[src/rtl/bmem_line_adapter.sv]
// Cache-line initiator for the banked memory port: one line fill or writeback per transaction.
// Optional RADDR_CHECK_EN: read beats filtered by bmem_raddr tag, sticky err on stray/mismatched beats.
module bmem_line_adapter #(
    parameter int ADDR_W    = 32,
    parameter int DATA_W    = 64,
    parameter int BURST_LEN = 4,
    localparam int LINE_W   = BURST_LEN * DATA_W
) (
    input  logic              clk,
    input  logic              rst,
    input  logic [ADDR_W-1:0] dfp_addr,
    input  logic              dfp_read,
    input  logic              dfp_write,
    input  logic [LINE_W-1:0] dfp_wdata,
    output logic [LINE_W-1:0] dfp_rdata,
    output logic              dfp_resp,
    output logic [ADDR_W-1:0] bmem_addr,
    output logic              bmem_read,
    output logic              bmem_write,
    output logic [DATA_W-1:0] bmem_wdata,
    input  logic              bmem_ready,
    input  logic [ADDR_W-1:0] bmem_raddr,
    input  logic [DATA_W-1:0] bmem_rdata,
    input  logic              bmem_rvalid,
    output logic              err
);

    localparam int OFF_W = $clog2(LINE_W / 8);
    localparam int CNT_W = (BURST_LEN > 1) ? $clog2(BURST_LEN) : 1;
    localparam logic [CNT_W-1:0] LAST_BEAT = CNT_W'(BURST_LEN - 1);

    typedef enum logic [2:0] {IDLE, RD_CMD, RD_WAIT, WR_BURST, DONE} state_t;

    state_t                           state;
    logic [CNT_W-1:0]                 beat_cnt;
    logic [BURST_LEN-1:0][DATA_W-1:0] wr_line;
    logic [BURST_LEN-1:0][DATA_W-1:0] fill_line;
    logic [BURST_LEN-1:0][DATA_W-1:0] fill_next;
    logic [ADDR_W-1:0]                line_addr;
    logic                             beat_ok;
    logic                             unused_low;

    assign line_addr  = {dfp_addr[ADDR_W-1:OFF_W], {OFF_W{1'b0}}};
    assign unused_low = ^dfp_addr[OFF_W-1:0];

    // Beat 0 waits for ready; the rest of the burst streams regardless of ready.
    assign bmem_write = (state == WR_BURST) && ((beat_cnt != '0) || bmem_ready);
    assign bmem_wdata = (state == WR_BURST) ? wr_line[beat_cnt] : '0;

    always_comb begin
        fill_next           = fill_line;
        fill_next[beat_cnt] = bmem_rdata;
    end

`ifdef RADDR_CHECK_EN
    assign beat_ok = bmem_rvalid && (bmem_raddr == bmem_addr);

    always_ff @(posedge clk) begin
        if (rst)
            err <= 1'b0;
        else if (bmem_rvalid && ((state != RD_WAIT) || (bmem_raddr != bmem_addr)))
            err <= 1'b1;
    end
`else
    logic unused_raddr;
    assign unused_raddr = ^bmem_raddr;
    assign beat_ok      = bmem_rvalid;
    assign err          = 1'b0;
`endif

    always_ff @(posedge clk) begin
        if (rst) begin
            state     <= IDLE;
            beat_cnt  <= '0;
            wr_line   <= '0;
            fill_line <= '0;
            dfp_rdata <= '0;
            dfp_resp  <= 1'b0;
            bmem_addr <= '0;
            bmem_read <= 1'b0;
        end else begin
            dfp_resp <= 1'b0;
            case (state)
                IDLE: begin
                    beat_cnt <= '0;
                    if (dfp_write) begin
                        bmem_addr <= line_addr;
                        wr_line   <= dfp_wdata;
                        state     <= WR_BURST;
                    end else if (dfp_read) begin
                        bmem_addr <= line_addr;
                        bmem_read <= 1'b1;
                        state     <= RD_CMD;
                    end
                end
                RD_CMD: begin
                    if (bmem_ready) begin
                        bmem_read <= 1'b0;
                        state     <= RD_WAIT;
                    end
                end
                RD_WAIT: begin
                    if (beat_ok) begin
                        fill_line <= fill_next;
                        beat_cnt  <= beat_cnt + CNT_W'(1);
                        if (beat_cnt == LAST_BEAT) begin
                            // Publish the line only once complete so dfp_rdata holds the previous fill meanwhile.
                            dfp_rdata <= fill_next;
                            dfp_resp  <= 1'b1;
                            state     <= DONE;
                        end
                    end
                end
                WR_BURST: begin
                    if (bmem_write) begin
                        beat_cnt <= beat_cnt + CNT_W'(1);
                        if (beat_cnt == LAST_BEAT) begin
                            dfp_resp <= 1'b1;
                            state    <= DONE;
                        end
                    end
                end
                DONE: begin
                    state <= IDLE;
                end
                default: state <= IDLE;
            endcase
        end
    end

endmodule

[config.mk]
export PLATFORM = sky130hd
export DESIGN_NAME = bmem_line_adapter
export DESIGN_NICKNAME = d
export VERILOG_FILES = /design/src/rtl/bmem_line_adapter.sv
export SDC_FILE = /design/constraint.sdc
export NUM_CORES = 2
export LEC_CHECK = 0
export BUFFER_PORTS_ARGS = -buffer_cell sky130_fd_sc_hd__buf_2
export CORE_AREA = 3 3 289 291
export DETAILED_ROUTE_END_ITERATION = 16
export DIE_AREA = 0 0 292 294
export SYNTH_ARGS = -nofsm -noshare
export SYNTH_HDL_FRONTEND = slang
export SYNTH_SLANG_ARGS = --single-unit
export TNS_END_PERCENT = 30
[constraint.sdc]
create_clock -name clk -period 3.2 [get_ports clk]
set_input_delay 0.48 -clock clk [delete_from_list [all_inputs] [get_ports clk]]
set_output_delay 0.48 -clock clk [all_outputs]
set_load 0.02 [all_outputs]
==> Implementation_results.wiki <==
{| class="wikitable"
! Metric !! Value
|-
| Hold WS || 0.0781 ns
|-
| Lkg Pwr || 14.2 nW
|-
| WL/cell || 19.5 um
|-
| Post-CTS Resized || 0
|-
| Total Power Consumption || 21.3 mW
|-
| Critical Setup Path Class || flop to primary output
|-
| Power per unit of standard cell area || 576 nW/um^2
|-
| Total die area || 85,800 sq um
|-
| Cell area after synthesis || 30,100 sq um
|-
| Number of synthesized register bits || 738
|-
| Number of max-cap violations || 0
|-
| Syn Area/Cell || 8.84 sq um
|-
| Transition at the pin with the smallest max-transition slack || 1.20 ns
|-
| Final Hold Violating Endpoints || 0
|-
| Max Slew Vio Count || 0
|-
| Leading cell type in the layout, fill and taps excluded || sky130_fd_sc_hd__nand2_1
|-
| DRC violations left || 0
|-
| CTS H-Tree Depth || 3
|-
| Hold path cells || 3
|-
| Post-Route Setup TNS || 0 ns
|-
| Via count of the first global-routing pass || 24,300
|-
| Synth Warn # || 0
|-
| End of the worst register-to-register path || dfp_rdata[34]
|-
| Final Wtd Congestion || 0.842
|-
| Height of the die || 294 um
|-
| Number of DRC violations after detailed-routing iteration 0 || 1,598
|-
| Critical Path Sink Type || primary output
|-
| Number of buffer and inverter stages on the critical path || 2
|-
| CP Depth || 5
|-
| Arrival time of data at the critical path endpoint || 2.52 ns
|-
| Starting utilization of the core area || 37.2%
|-
| Unrepaired setup endpoints after global routing || no
|-
| Setup slack on the worst flop-to-flop path || 0.78 ns
|-
| Die X-Extent || 292 um
|-
| Number of vias in the routed layout || 25,400
|-
| Post-layout nets || 4,344
|-
| Std-Cell Core Area || 80,800 sq um
|-
| R2R cell count || 6
|-
| First-pass GRT wire length || 149,000 um
|-
| Number of hold buffers added after CTS || 0
|-
| Count of mapped cells out of synthesis || 3,404
|-
| Detailed-route wire length || 99,200 um
|-
| Clock Sink Count || 738
|-
| Clock tree buffer depth || 3
|-
| Length of the first detailed-routing pass in iterations || 5
|-
| Remaining global-route overflow || 0
|-
| Slew HR || 20.1%
|-
| Clock Skew || 0.0283 ns
|-
| Ratio of routed vias to standard cells || 4.99
|-
| All-layer global routing usage || 22.1%
|-
| Area grow syn2layout || 23.1%
|-
| Status || finished, final reports clean
|-
| Stage delay of the slowest cell on the critical path || 0.54 ns
|-
| Clock insertion delay at the later pin of the skew report || 0.62 ns
|-
| Row cnt || 104
|-
| CTS tree || yes
|-
| Inserted Clock Buffers || 83
|-
| Proportion of layout cells with a drive suffix above 1 || 28.2%
|-
| Max Fanout on Critical Path || 20
|-
| Detailed-placement wirelength estimate || 66,500 um
|-
| Buffers added on ports || 702
|-
| Cell family with the largest share of critical-path delay || simple AND/OR/NAND/NOR gates
|-
| CTS Root Buffer Type || sky130_fd_sc_hd__clkbuf_16
|-
| Top achievable clock speed || 334 MHz
|-
| Most used cells in the layout excluding fill and tap cells || sky130_fd_sc_hd__nand2_1 (1,084), sky130_fd_sc_hd__dfxtp_1 (736), sky130_fd_sc_hd__buf_2 (701), sky130_fd_sc_hd__a21oi_1 (540), sky130_fd_sc_hd__nor2_1 (197)
|-
| Post-route ant nets || 0
|-
| Post-CTS setup repair buffer count || 0
|-
| Worst ir drop on vdd || 0.409 mV
|-
| CP Cell Sequence || nand2_1 -> or2_2 -> buf_4 -> nor2b_1 -> buf_2
|-
| # fillers || 7,973
|-
| Worst endpoint required time || 2.72 ns
|-
| Number of antenna violations at the first check in global routing || 43
|-
| Final min period || 3.00 ns
|-
| Worst hold path class || primary input to flop
|-
| Largest net degree at the start of global routing || 257
|-
| Startpoint kind of the worst setup timing path || flop
|-
| Hold path endpoint || wr_line[43]
|-
| Critical register-to-register path startpoint || state[1]
|-
| Number of top-level pins || 746
|-
| Launch instance of the worst min-delay path || dfp_wdata[43]
|-
| Count of cell types in the netlist || 33
|-
| Final period utilization || 93.6%
|-
| Clk slew on worst S/H paths || 0.06 ns
|-
| Count of final setup violators || 0
|-
| Cell at the slowest stage of the critical path || sky130_fd_sc_hd__or2_2
|-
| Sequential fraction of the synthesis area || 49.1%
|}
## state kept, by name, indices dropped and copies added, names as in the netlist
name	cells
beat_cnt	2
bmem_addr	27
bmem_read	1
dfp_rdata	256
dfp_resp	1
fill_line	192
state	3
wr_line	256
## cell type report
class                      count  area, sq um  share of cell area, %
sequential                   738        14800                   39.9
multi-input combinational   2374        13900                   37.5
timing repair buffer         750         4220                   11.4
clock buffer                 111         2350                   6.35
tap                         1060         1330                   3.58
clock inverter                38          390                   1.05
antenna                       19         47.5                  0.128
inverter                       3         11.3                 0.0304
## routing by layer
| layer | wire, um | vias up | GRT usage, % |
|---|---|---|---|
| met2 | 48400 | 683 | 38.1 |
| met1 | 41100 | 12000 | 27.3 |
| li1 | - | 12500 | - |
| met5 | 148 | - | 0 |
| met3 | 7550 | 166 | 6.44 |
| met4 | 1920 | 24 | 5.57 |
## cells in the mapped netlist
cell type,number,area share (%)
sky130_fd_sc_hd__and2_1,5,0.10
sky130_fd_sc_hd__a211oi_2,164,6.8
sky130_fd_sc_hd__nor2_1,197,2.5
sky130_fd_sc_hd__nor2b_1,66,1.4
sky130_fd_sc_hd__clkbuf_1,171,2.1
sky130_fd_sc_hd__dfxtp_1,738,49
sky130_fd_sc_hd__a21oi_1,540,9.0
sky130_fd_sc_hd__o21a_1,1,0.025
sky130_fd_sc_hd__nor3_1,1,0.017
sky130_fd_sc_hd__a211oi_1,28,0.70
sky130_fd_sc_hd__a2bb2oi_1,1,0.029
sky130_fd_sc_hd__conb_1,1,0.012
sky130_fd_sc_hd__or2_2,1,0.021
sky130_fd_sc_hd__mux4_2,64,4.8
sky130_fd_sc_hd__buf_1,1,0.012
sky130_fd_sc_hd__o31ai_1,2,0.050
sky130_fd_sc_hd__o211a_1,1,0.033
sky130_fd_sc_hd__and3_1,2,0.042
sky130_fd_sc_hd__nor4bb_1,1,0.033
sky130_fd_sc_hd__mux2i_1,192,6.4
sky130_fd_sc_hd__o21ai_0,2,0.033
sky130_fd_sc_hd__a31oi_1,1,0.021
sky130_fd_sc_hd__inv_1,3,0.037
sky130_fd_sc_hd__or4_1,2,0.050
sky130_fd_sc_hd__ha_1,4,0.17
sky130_fd_sc_hd__buf_2,52,0.86
sky130_fd_sc_hd__nand2_1,1089,14
sky130_fd_sc_hd__o21ai_1,1,0.017
sky130_fd_sc_hd__o32ai_1,1,0.029
sky130_fd_sc_hd__o311ai_0,1,0.029
sky130_fd_sc_hd__buf_4,47,1.2
sky130_fd_sc_hd__buf_6,23,0.86
sky130_fd_sc_hd__o22a_1,1,0.029
## stage by stage
stage                     worst slack [ns]  std cells  area, sq um  util (%)
after global routing                0.0804       5086        37000      45.8
after CTS                            0.149       5074        37000      45.8
after floorplan                      0.910       3409        30100         -
after detailed placement             0.773       4925        34200      42.4
final                                0.205       5093        37000      45.8
after global placement               0.824       4925        34200      42.4
## worst max path at each step
stage	startpoint	to	slack [ns]
finish	state[1]	bmem_wdata[4]	0.20
global route	state[1]	bmem_wdata[17]	0.08
CTS	state[1]	bmem_wdata[17]	0.15
detailed placement	state[1]	dfp_rdata[20]	0.77
global placement	state[1]	bmem_wdata[17]	0.82
floorplan	beat_cnt[1]	beat_cnt[0]	0.91
## power breakdown
group          total [mW]  internal, mW  switching, mW  leakage, nW
registers            9.68          9.51          0.170         5.98
logic                2.09         0.781           1.31         6.91
clock network        9.58          5.54           4.04         1.35
## cell families after synthesis
kind of cell,Yosys count,share of synthesized area (%)
simple gates,1364,17.7
compound gates,744,16.8
flops,738,49.1
buf+inv,297,5.08
mux,256,11.2
fa+ha+maj,4,0.166
other cells,1,0.0125
## tightest hold or removal path, stage by stage
cell                      delay (ns)
sky130_fd_sc_hd__buf_2          0.09
sky130_fd_sc_hd__nand2_1        0.04
sky130_fd_sc_hd__a21oi_1        0.05
No activity file was read; power rests on OpenSTA's default activity.
